$ cat src/rtl/arya_thread_emulator.sv
// arya_thread_emulator: per-core thread channels that stand in for a real Arya core.
// Each channel runs busy for a latched number of enabled cycles or until a debug trigger.
module arya_thread_emulator #(
    parameter int NUM_THREADS_PER_CORE = 4,
    parameter int COUNT_WIDTH          = 10
) (
    input  logic                                        clk,
    input  logic                                        reset,
    input  logic                                        en,
    input  logic [NUM_THREADS_PER_CORE-1:0]             start_thread,
    input  logic [NUM_THREADS_PER_CORE*COUNT_WIDTH-1:0] latency_cfg,
    input  logic [NUM_THREADS_PER_CORE-1:0]             abort_thread,
    input  logic                                        debug_on,
    input  logic [NUM_THREADS_PER_CORE-1:0]             debug_commands,
    output logic [NUM_THREADS_PER_CORE-1:0]             thread_busy,
    output logic [NUM_THREADS_PER_CORE-1:0]             thread_done,
    output logic [NUM_THREADS_PER_CORE-1:0]             thread_aborted
);
    typedef enum logic {IDLE, BUSY} state_t;
    localparam logic [COUNT_WIDTH-1:0] one = COUNT_WIDTH'(1);
    logic [NUM_THREADS_PER_CORE-1:0] prev;
    logic [NUM_THREADS_PER_CORE-1:0] trig;
    // Edge history runs even while en=0 so a held command never re-triggers.
    always_ff @(posedge clk) begin
        if (!reset) prev <= '0;
        else        prev <= debug_commands;
    end
    assign trig = debug_commands & ~prev;
    for (genvar i = 0; i < NUM_THREADS_PER_CORE; i++) begin : g_thr
        state_t                 state, state_nxt;
        logic [COUNT_WIDTH-1:0] cnt, cnt_nxt, lat;
        logic                   done_q, done_nxt, abort_q, abort_nxt, fin;
        assign lat = latency_cfg[COUNT_WIDTH*i +: COUNT_WIDTH];
        assign fin = debug_on ? trig[i] : (cnt <= one);
        always_comb begin
            state_nxt = state;
            cnt_nxt   = cnt;
            done_nxt  = 1'b0;
            abort_nxt = 1'b0;
            if (en) begin
                if (state == IDLE) begin
                    if (start_thread[i]) begin
                        state_nxt = BUSY;
                        cnt_nxt   = (lat == '0) ? one : lat;
                    end
                end else begin
                    cnt_nxt = (cnt == '0) ? cnt : cnt - one;
                    if (abort_thread[i]) begin
                        state_nxt = IDLE;
                        abort_nxt = 1'b1;
                    end else if (fin) begin
                        state_nxt = IDLE;
                        done_nxt  = 1'b1;
                    end
                end
            end
        end
        always_ff @(posedge clk) begin
            if (!reset) begin
                state   <= IDLE;
                cnt     <= '0;
                done_q  <= 1'b0;
                abort_q <= 1'b0;
            end else begin
                state   <= state_nxt;
                cnt     <= cnt_nxt;
                done_q  <= done_nxt;
                abort_q <= abort_nxt;
            end
        end
        assign thread_busy[i]    = (state == BUSY);
        assign thread_done[i]    = done_q;
        assign thread_aborted[i] = abort_q;
    end
endmodule

$ cat config.mk
export PLATFORM = sky130hd
export DESIGN_NAME = arya_thread_emulator
export DESIGN_NICKNAME = d
export VERILOG_FILES = /design/src/rtl/arya_thread_emulator.sv
export SDC_FILE = /design/constraint.sdc
export NUM_CORES = 1
export LEC_CHECK = 0
export CAP_MARGIN = 20
export CORE_MARGIN = 2
export CORE_UTILIZATION = 50
export DETAILED_ROUTE_END_ITERATION = 10
export PLACE_DENSITY = 0.77
export SLEW_MARGIN = 20
export SYNTH_ARGS = -nofsm -noshare
export SYNTH_HDL_FRONTEND = slang
export SYNTH_SLANG_ARGS = --single-unit
export TNS_END_PERCENT = 100
$ cat constraint.sdc
create_clock -name clk -period 2.2 [get_ports clk]
set_input_delay 0.44 -clock clk [delete_from_list [all_inputs] [get_ports clk]]
set_output_delay 0.44 -clock clk [all_outputs]
set_load 0.05 [all_outputs]
## After elaboration in Yosys (flattened, before gate mapping)

Cells that the tools add are included.
Widths: inputs -> output; s select.

- Bitwise logic cells: 8
- Equality and inequality tests: 4
- Reductions and logical operators: 24
- Mux-type cells: 44
- Magnitude comparators: 4
- Add/sub/neg operators: 4

Operators with widths:

| operator | count |
|---|---|
| $mux 10 | 16 |
| $logic_not 10->1 | 8 |
| $le 10x1->1 const B | 4 |
| $sub 10x1->10 const B | 4 |
| $mux 1 | 28 |
| $reduce_and 3->1 | 8 |
| $reduce_or 4->1 | 4 |
| $ne 2x2->1 const B | 4 |
| $reduce_bool 2->1 | 4 |
| $not 1->1 | 6 |
| $and 4x4->4 | 1 |
| $not 4->4 | 1 |

- Output and inout port bits: 12
- Bits of input ports: 56
- Flip-flop bits (word level): 56

## Longest topological paths before layout

Gate-level depths: netlist of the first run.

- Word-level depth: 6
- Mapped depth: 7
- Gate-level depth less buffers: 6

## Worst setup path before layout of the first run

Ideal clock, no wire load.

- Kind: register to register
- Start point: register g_thr[3].cnt[0]
- End point: register g_thr[3].cnt[6]
- Setup time: 70 ps
- Path slack: 295 ps
- Period minus slack after synthesis: 1,905 ps
- Arrival time: 1,835 ps
- Buffers on the path: 0
- Cell stages (with the launch flop): 7
- Path through: dfxtp_1 > inv_1 > ha_1 > or3b_4 > or3_1 > or4_1 > a21oi_1

- Cells in the longest elaborated chain, start to end: 3
- Elaborated cells between the ends (all ways): 6

Ends and longest elaborated chain:

| item | line | RTL |
|---|---|---|
| start, declared | 31 | `logic [COUNT_WIDTH-1:0] cnt, cnt_nxt, lat;` |
| start signal, assigned | 66 | `cnt <= cnt_nxt;` |
| $sub 10x1->10 / $logic_not 10->1 (equally long branches) | 47 | `cnt_nxt = (cnt == '0) ? cnt : cnt - one;` |
| $mux 10 / $ne 2x2->1 (equally long branches) | -- |  |
| $mux 10 / $reduce_and 3->1 (equally long branches) | -- |  |

Several ways; a longest one is shown, not always the timed one. The select of a mux whose other input is x is not followed.
A chain may end at the register's enable or synchronous reset.

## Final worst setup path of the first run

- Start point: register g_thr[3].cnt[1]
- End point: register g_thr[3].cnt[0]

- Cells in the longest elaborated chain, start to end: 3

Ends and longest elaborated chain:

| item | line |
|---|---|
| $logic_not 10->1 | 47 |
| $ne 2x2->1 (no line) | -- |
| $reduce_and 3->1 (no line) | -- |

No other way between the ends.

==> impl_metrics.env, run 1 <==
export IMPL_holdPathEnd="g_thr[2].cnt[1]"
export IMPL_power_density_nw_per_um2=586
export IMPL_synth_flop_cell="dfxtp_1"
export IMPL_synth_edff_count=0
export IMPL_wirelength_um=10200
export IMPL_wl_per_cell_um=16.2
export IMPL_drtAntennaViolNets=0
export IMPL_cts_setup_buffers=0
export IMPL_required_ns=2.40
export IMPL_outcome="complete, no violations"
export IMPL_syn_area_sq_um=3670
export IMPL_drc_errors=0
export IMPL_drv_cap=0
export IMPL_drv_slew=0
export IMPL_final_cell_mix="clkdlybuf4s50_1, dfxtp_1, buf_4"
export IMPL_p_leak_uw=0.00167
export IMPL_final_common_cell="clkdlybuf4s50_1"
export IMPL_final_nets=602
export IMPL_setup_worst_path_class="reg -> reg"
export IMPL_fmax_mhz=482
export IMPL_grt_pass1_wl_um=16400
export IMPL_multiInputGateArea_sq_um=2250
export IMPL_core_sq_um=7180
export IMPL_cts_resized_gates=0
export IMPL_timing_hold_violations_final=0
export IMPL_vias_per_cell=6.20
export IMPL_holdPathStages=2
export IMPL_fin_cells=633
export IMPL_vdd_drop_max_mv=0.306
export IMPL_htree_levels=2
export IMPL_drtIter0Drc=206
export IMPL_dieArea_sq_um=8040
export IMPL_syn_avg_cell_area_sq_um=7.89
export IMPL_area_delta_synth_final_pct=25.2
export IMPL_ys_seq_area_share_pct=30.5
export IMPL_first_pass_iters=5
export IMPL_r2r_cells=7
export IMPL_fin_util_pct=64.0
export IMPL_worstSkewPairLatency_ns=0.31
export IMPL_post_route_min_period_ns=2.08
export IMPL_rsz0062_at_grt="no"
export IMPL_ys_ff_latch=56
export IMPL_critPathMaxFanout=5
export IMPL_cts_tree="yes"
export IMPL_hpwlAfterDp_um=7600
export IMPL_grt_usage_pct=25.4
export IMPL_grt_overflow=0
export IMPL_dp_cells=626
export IMPL_hold_buffers=0
export IMPL_seq_area_sq_um=1120
export IMPL_cts_root_buf="clkbuf_8"
export IMPL_drive_above_1_share_pct=11.0
export IMPL_port_buffers=67
export IMPL_tns_ns=0
export IMPL_num_rows=31
export IMPL_skew_ns=0.00651
export IMPL_synth_distinct_cells=66
export IMPL_min_from="g_thr[2].cnt[1]"
export IMPL_crit_arrival_ns=2.28
export IMPL_reg2reg_to="g_thr[3].cnt[0]"
export IMPL_antenna_cells=0
export IMPL_cp_end_kind="flip-flop"
export IMPL_worst_pin_slew_ns=0.614
export IMPL_rrSetupSlack_ns=0.12
export IMPL_fin_crit_sh_pct=94.3
export IMPL_cts_buffer_depth=2
export IMPL_grt_pass1_vias=3595
export IMPL_fillerInstances=628
export IMPL_clock_sinks=56
export IMPL_grt_max_degree=32
export IMPL_path_clk_slew_ns=0.10
export IMPL_num_vias=3923
export IMPL_antenna_found_initial=0
export IMPL_numCtsBuffers=5
export IMPL_yosys_warnings=0
export IMPL_start_util_pct=51.1
export IMPL_slew_headroom_pct=58.7
export IMPL_gp_congestion=0.921
export IMPL_regToRegStartpoint="g_thr[3].cnt[1]"
export IMPL_syn_nets=533
export IMPL_syn_inst=465
export IMPL_hp_class="reg -> reg"
export IMPL_num_io_pins=68
export IMPL_fp_dieH_um=89.7
export IMPL_power_uw=2690
export IMPL_die_w_um=89.7
export IMPL_setup_viol=0
export IMPL_async_flop_share_pct=0
export IMPL_cp_start_kind="flip-flop"
==> logic make-up (layout without fill, tap and decap cells) <==
kind of cell / count (synthesis) / count (layout) / synth area share [%]
buffers and inverters: 64 / 133 / 8.25
multiplexers: 4 / 4 / 1.13
adder cells (fa/ha/maj): 12 / 12 / 4.09
AO/OA/AOI/OAI: 154 / 154 / 28.9
flip-flops: 56 / 56 / 30.5
AND/OR/NAND/NOR: 175 / 175 / 27.0
==> worst max-delay path, stage by stage, from the launching register on <==
cell and delay, ns:
dfxtp_1 0.33, inv_1 0.10, ha_1 0.19, nor4b_1 0.40
a31oi_1 0.26, buf_4 0.21, and3_1 0.17, a2111oi_0 0.31
==> worst max path at each step <==
| stage | start | slack (ns) | endpoint | depth (start not counted) |
|---|---|---|---|---|
| 6_report | g_thr[3].cnt[1] | 0.12 | g_thr[3].cnt[0] | 7 |
| 2_1_floorplan | g_thr[3].cnt[0] | 0.30 | g_thr[3].cnt[6] | 6 |
| 4_1_cts | g_thr[3].cnt[1] | 0.13 | g_thr[3].cnt[6] | 6 |
| 5_1_grt | g_thr[3].cnt[1] | 0.04 | g_thr[3].cnt[0] | 7 |
| 3_5_place_dp | en | -0.009 | g_thr[3].cnt[6] | 6 |
| 3_3_place_gp | en | 0.07 | g_thr[3].cnt[6] | 6 |
==> per-layer routing <==
metal	routed length, um	GRT usage (%)	vias to the layer above	share of wire (%)
li1	-	-	1901	-
met1	4430	33.9	1824	43
met2	4890	42.3	177	48
met3	747	4.48	21	7.3
met4	155	7.06	0	1.5
met5	0	0	-	0
==> report_power, final <==
group	switching (uW)	internal [uW]
combinational	502	445
clock	342	218
sequential	97.2	1090
==> sequential cells by signal (all words and copies together) (netlist names) <==
register	cells
g_thr.cnt	40
g_thr.abort_q	4
g_thr.state	4
prev	4
g_thr.done_q	4
==> synth_stat cells, types with 8 or more instances <==
cell type | number | area share [%]
a21oi_1 | 31 | 4.2
a311oi_1 | 8 | 1.9
a31oi_1 | 14 | 2.4
buf_4 | 13 | 2.7
clkbuf_1 | 18 | 1.8
dfxtp_1 | 56 | 31
ha_1 | 12 | 4.1
inv_1 | 21 | 2.1
nand2_1 | 30 | 3.1
nand3_1 | 20 | 2.7
nor2_1 | 28 | 2.9
nor2b_1 | 9 | 1.5
nor3_1 | 16 | 2.2
nor4_1 | 15 | 2.6
o21ai_0 | 28 | 3.8
==> through the flow <==
step	worst slack [ns]	hold slack [ns]	instance area [sq um]
finish	0.125	0.491	4590
global route	0.0449	0.532	4590
CTS	0.129	0.494	4590
detailed placement	-0.00863	0.480	4520
global placement	0.0723	0.480	4520
floorplan	0.295	0.453	3670
==> layout make-up <==
class	instances	share of cell area, %
Sequential cell	56	24.4
Timing Repair Buffer	102	20.4
Inverter	24	1.96
Multi-Input combinational cell	345	48.9
Clock inverter	1	0.109
Tap cell	99	2.70
Clock buffer	6	1.58
(Power assumes the default switching activity.)
==> run 2, diff against run 1 <==
CORE_ASPECT_RATIO = 0.5   (was default)
==> run 2 against run 1 <==
Compared with the run above: first-iteration DRC count rose by 50%; combinational power fell by 2.4%; total power rose by 13%; die area rose by 0.52%; sequential power barely moved; critical path type unchanged.
==> impl_metrics.env, run 2 (synthesized netlist as in run 1, its figures left out) <==
export IMPL_fmax_mhz=484
export IMPL_dieArea_sq_um=8080
export IMPL_fin_cells=629
export IMPL_cts_root_buf="clkbuf_16"
export IMPL_met3_usage_pct=4.21
export IMPL_cp_cell_sequence="inv_1 -> ha_1 -> or4b_2 -> nor3_1 -> nor2_1 -> o31a_1"
export IMPL_drv_slew=0
export IMPL_grt_met1_usage_pct=34.4
export IMPL_antenna_found_initial=0
export IMPL_power_frac_comb_pct=30.5
export IMPL_num_io_pins=68
export IMPL_setup_worst_path_class="reg -> reg"
export IMPL_timing_hold_violations_final=0
export IMPL_hp_class="reg -> reg"
export IMPL_final_cell_mix="clkdlybuf4s50_1, dfxtp_1, buf_4"
export IMPL_post_dp_cell_area_sq_um=4500
export IMPL_cp_start_kind="flip-flop"
export IMPL_num_rows=22
export IMPL_power_density_nw_per_um2=649
export IMPL_grt_overflow=0
export IMPL_slowest_delay_ns=0.60
export IMPL_vdd_drop_max_mv=0.338
export IMPL_worst_pin_slew_ns=0.719
export IMPL_rsz0062_at_grt="no"
export IMPL_seq_power_share_pct=39.1
export IMPL_dp_cells=621
export IMPL_drc_errors=0
export IMPL_num_vias=3843
export IMPL_drtAntennaViolNets=0
export IMPL_post_route_min_period_ns=2.07
export IMPL_crit_arrival_ns=2.25
export IMPL_first_pass_iters=5
export IMPL_cts_tree="yes"
export IMPL_vias_per_cell=6.11
export IMPL_cts_buffer_depth=2
export IMPL_power_uw=3030
export IMPL_pwr_share_clk_pct=30.4
export IMPL_grt_use_met2_pct=40.0
export IMPL_worstSkewPairLatency_ns=0.30
export IMPL_slew_headroom_pct=51.4
export IMPL_start_util_pct=50.9
export IMPL_fillerInstances=637
export IMPL_area_delta_synth_final_pct=27.2
export IMPL_p_leak_uw=0.00170
export IMPL_setup_viol=0
export IMPL_antenna_cells=0
export IMPL_top_register="g_thr.cnt"
export IMPL_switchingPower_uw=971
export IMPL_cp_slowest_cell="or4b_2"
export IMPL_power_switching_share_pct=32.1
export IMPL_htree_levels=2
export IMPL_timing_hold_ws_ns=0.484
export IMPL_grt_max_degree=21
export IMPL_hpwlAfterDp_um=7180
export IMPL_fp_dieH_um=64.6
export IMPL_path_clk_slew_ns=0.07
export IMPL_gr_max_usage_layer="met2"
export IMPL_grt_usage_pct=24.6
export IMPL_critPathMaxFanout=5
export IMPL_p_int_uw=2060
export IMPL_final_nets=600
export IMPL_die_w_um=125
export IMPL_fin_ws_ns=0.133
export IMPL_wl_per_cell_um=15.6
export IMPL_drive_above_1_share_pct=11.1
export IMPL_required_ns=2.39
export IMPL_final_common_cell="clkdlybuf4s50_1"
export IMPL_largest_reg_flops=40
export IMPL_wirelength_um=9840
export IMPL_drv_cap=0
export IMPL_grt_pass1_wl_um=16400
export IMPL_cts_setup_buffers=0
export IMPL_core_sq_um=7210
export IMPL_skew_ns=0.00415
export IMPL_port_buffers=67
export IMPL_hold_buffers=0
export IMPL_outcome="complete, no violations"
export IMPL_numCtsBuffers=5
export IMPL_fin_crit_sh_pct=94.0
export IMPL_grt_pass1_vias=3415
export IMPL_cp_end_kind="flip-flop"
export IMPL_gp_congestion=0.893
export IMPL_clock_sinks=56
export IMPL_drtIter0Drc=308
export IMPL_final_area_sq_um=4670
export IMPL_dp_slack_ns=-0.0150
==> run 2: layout make-up <==
class,instances,area (sq um),area share (%)
Clock inverter,2,35.0,0.750
Tap cell,96,120,2.57
Multi-Input combinational cell,345,2250,48.2
Clock buffer,6,129,2.76
Inverter,24,90.1,1.93
Sequential cell,56,1120,24.0
Timing Repair Buffer,100,921,19.7
==> run 2: power groups by stage <==
stage | sequential [uW] | clock [uW] | combinational [uW]
6_report | 1180 | 921 | 924
5_1_grt | 1200 | 989 | 1020
4_1_cts | 1180 | 936 | 912
3_5_place_dp | 1200 | 0 | 906
3_3_place_gp | 1200 | 0 | 896
2_1_floorplan | 1170 | 0 | 610
==> run 2: worst paths after layout <==
| check | endpoint | cells after the start | startpoint | slack, ns |
|---|---|---|---|---|
| min | g_thr[2].cnt[1] | 2 | g_thr[2].cnt[1] | 0.48 |
| max | g_thr[3].cnt[4] | 6 | g_thr[3].cnt[1] | 0.13 |
| min reg2reg | g_thr[2].cnt[1] | 2 | g_thr[2].cnt[1] | 0.48 |
| max reg2reg | g_thr[3].cnt[4] | 6 | g_thr[3].cnt[1] | 0.13 |
==> run 2: repair_timing <==
action / in CTS / in global routing
gates resized for setup: 0 / 1
hold endpoints to repair: 0 / 0
setup endpoints to repair: 0 / 1
==> run 2: per-stage QoR <==
step           TNS [ns]  util (%)
5_1_grt               0      64.7
3_5_place_dp    -0.0150      62.4
6_report              0      64.7
3_3_place_gp          0      62.4
2_1_floorplan         0         -
4_1_cts               0      64.6
==> run 2: metal layers <==
layer	wire length (um)	up-vias
li1	-	1905
met1	4800	1804
met2	4340	123
met3	611	11
met4	82	0
met5	0	-
==> run 2: worst max-delay path: cells and delay by family, from the launching register on <==
kind            cells  cell delay [ns]
fa+ha+maj           1             0.16
buf+inv             1             0.11
compound gates      1             0.29
flops               1             0.36
simple gates        3             1.03
==> run 3, diff against run 2 <==
clock period = 1.98 ns   (was 2.2 ns; I/O delays follow)
==> run 3 against run 2 <==
Compared with the run above: worst setup slack worse by 0.055 ns; maximum frequency is 8.7% higher; non-clock buffer count is 24 higher; routed wire length is 5.5% higher; clock-buffer cell count stayed put; utilization is 3.6 points higher; clock skew is 0.0037 ns higher; register-to-register slack worse by 0.05 ns; largest cell class unchanged.
==> impl_metrics.env, run 3 (synthesized netlist as in run 1, its figures left out) <==
export IMPL_cts_buffer_depth=2
export IMPL_antenna_cells=0
export IMPL_wl_per_cell_um=15.9
export IMPL_vias_per_cell=6.06
export IMPL_timing_hold_violations_final=0
export IMPL_fin_crit_sh_pct=96.1
export IMPL_drive_above_1_share_pct=16.5
export IMPL_slew_headroom_pct=64.8
export IMPL_reg2reg_to="g_thr[3].cnt[3]"
export IMPL_core_sq_um=7210
export IMPL_fin_util_pct=68.4
export IMPL_required_ns=2.21
export IMPL_first_pass_iters=5
export IMPL_post_route_min_period_ns=1.90
export IMPL_critPathMaxFanout=3
export IMPL_drc_errors=0
export IMPL_path_clk_slew_ns=0.07
export IMPL_fin_cells=653
export IMPL_num_io_pins=68
export IMPL_grt_max_degree=21
export IMPL_drtAntennaViolNets=0
export IMPL_final_nets=624
export IMPL_top_register="g_thr.cnt"
export IMPL_grt_overflow=0
export IMPL_final_cell_mix="clkdlybuf4s50_1, buf_4, dfxtp_1"
export IMPL_die_w_um=125
export IMPL_htree_levels=2
export IMPL_clock_sinks=56
export IMPL_rsz0062_at_grt="yes"
export IMPL_worst_pin_slew_ns=0.527
export IMPL_skew_ns=0.00786
export IMPL_power_uw=3440
export IMPL_port_buffers=67
export IMPL_rrSetupSlack_ns=0.08
export IMPL_wirelength_um=10400
export IMPL_area_delta_synth_final_pct=34.4
export IMPL_holdPathStages=2
export IMPL_p_leak_uw=0.00183
export IMPL_dieArea_sq_um=8080
export IMPL_num_vias=3954
export IMPL_drv_cap=0
export IMPL_cts_root_buf="clkbuf_16"
export IMPL_numCtsBuffers=5
export IMPL_crit_arrival_ns=2.13
export IMPL_r2r_cells=7
export IMPL_final_common_cell="clkdlybuf4s50_1"
export IMPL_gp_congestion=0.938
export IMPL_grt_pass1_wl_um=17500
export IMPL_dp_slack_ns=-0.0953
export IMPL_drv_slew=0
export IMPL_grt_usage_pct=26.0
export IMPL_antenna_found_initial=0
export IMPL_fp_dieH_um=64.6
export IMPL_vdd_drop_max_mv=0.539
export IMPL_cp_start_kind="flip-flop"
export IMPL_regToRegStartpoint="g_thr[3].cnt[1]"
export IMPL_hold_buffers=0
export IMPL_setup_viol=0
export IMPL_worstSkewPairLatency_ns=0.30
export IMPL_min_from="g_thr[1].cnt[1]"
export IMPL_largest_reg_flops=40
export IMPL_drtIter0Drc=403
export IMPL_hpwlAfterDp_um=7590
export IMPL_start_util_pct=50.9
export IMPL_tns_ns=0
export IMPL_dp_cells=645
export IMPL_holdPathEnd="g_thr[1].cnt[1]"
export IMPL_cts_setup_buffers=0
export IMPL_grt_pass1_vias=3710
export IMPL_outcome="complete, no violations"
export IMPL_hp_class="reg -> reg"
export IMPL_fillerInstances=597
export IMPL_fin_ws_ns=0.0782
export IMPL_cts_tree="yes"
export IMPL_fmax_mhz=526
export IMPL_cp_end_kind="flip-flop"
export IMPL_num_rows=22
export IMPL_setup_worst_path_class="reg -> reg"
export IMPL_power_density_nw_per_um2=698
[run 3: changes by cell type in the layout (fill, tap and decap cells not counted), moves of 2 or more]
cell        delta
buf_12         +4
clkinvlp_4     +2
buf_4         +20
inv_2          +2
inv_1          -2
[run 3: worst max path at each step]
stage | startpoint | to | slack, ns
floorplan | g_thr[3].cnt[0] | g_thr[3].cnt[6] | 0.08
global placement | en | g_thr[1].cnt[0] | -0.09
detailed placement | en | g_thr[1].cnt[0] | -0.1
CTS | g_thr[3].cnt[1] | g_thr[3].cnt[6] | 0.03
global route | g_thr[3].cnt[1] | g_thr[3].cnt[3] | -0.02
finish | g_thr[3].cnt[1] | g_thr[3].cnt[3] | 0.08
[run 3: cell type report]
class	count	area (sq um)	area share (%)
Clock buffer	6	139	2.82
Sequential cell	56	1120	22.8
Inverter	24	90.1	1.83
Multi-Input combinational cell	345	2290	46.5
Tap cell	96	120	2.44
Timing Repair Buffer	124	1150	23.3
Clock inverter	2	15.0	0.304
[run 3: per-stage QoR]
stage	area, sq um	hold slack (ns)
floorplan	3670	0.453
global placement	4730	0.473
detailed placement	4730	0.480
CTS	4890	0.491
global route	4930	0.536
finish	4930	0.493
[run 3: timing repair]
| action | 4_1_cts | 5_1_grt |
|---|---|---|
| setup endpoints to repair | 1 | 8 |
| gates resized for setup | 1 | 11 |
| pin swaps | 0 | 0 |
[run 3: metal layers]
layer / vias to the layer above / global-route usage (%) / share of wire [%] / wire length (um)
li1: 1942 / - / - / -
met1: 1850 / 35.5 / 47 / 4880
met5: - / 0 / 0 / 0
met4: 0 / 4.86 / 0.77 / 80
met2: 152 / 43.6 / 45 / 4670
met3: 10 / 4.71 / 7.1 / 741
[run 3: worst max-delay path, cell delays in order, from the launching register on]
cell and delay, ns:
dfxtp_2 0.33, inv_2 0.08, ha_1 0.17, or4b_2 0.66, nor3_4 0.19, buf_4 0.15, o221ai_1 0.10, a21oi_1 0.15
[run 3: report_power, final]
group,leakage (uW),internal [uW],switching (uW)
Clock,0.0000691,505,441
Combinational,0.00130,586,595
Sequential,0.000459,1210,109
Total,0.00183,2300,1150
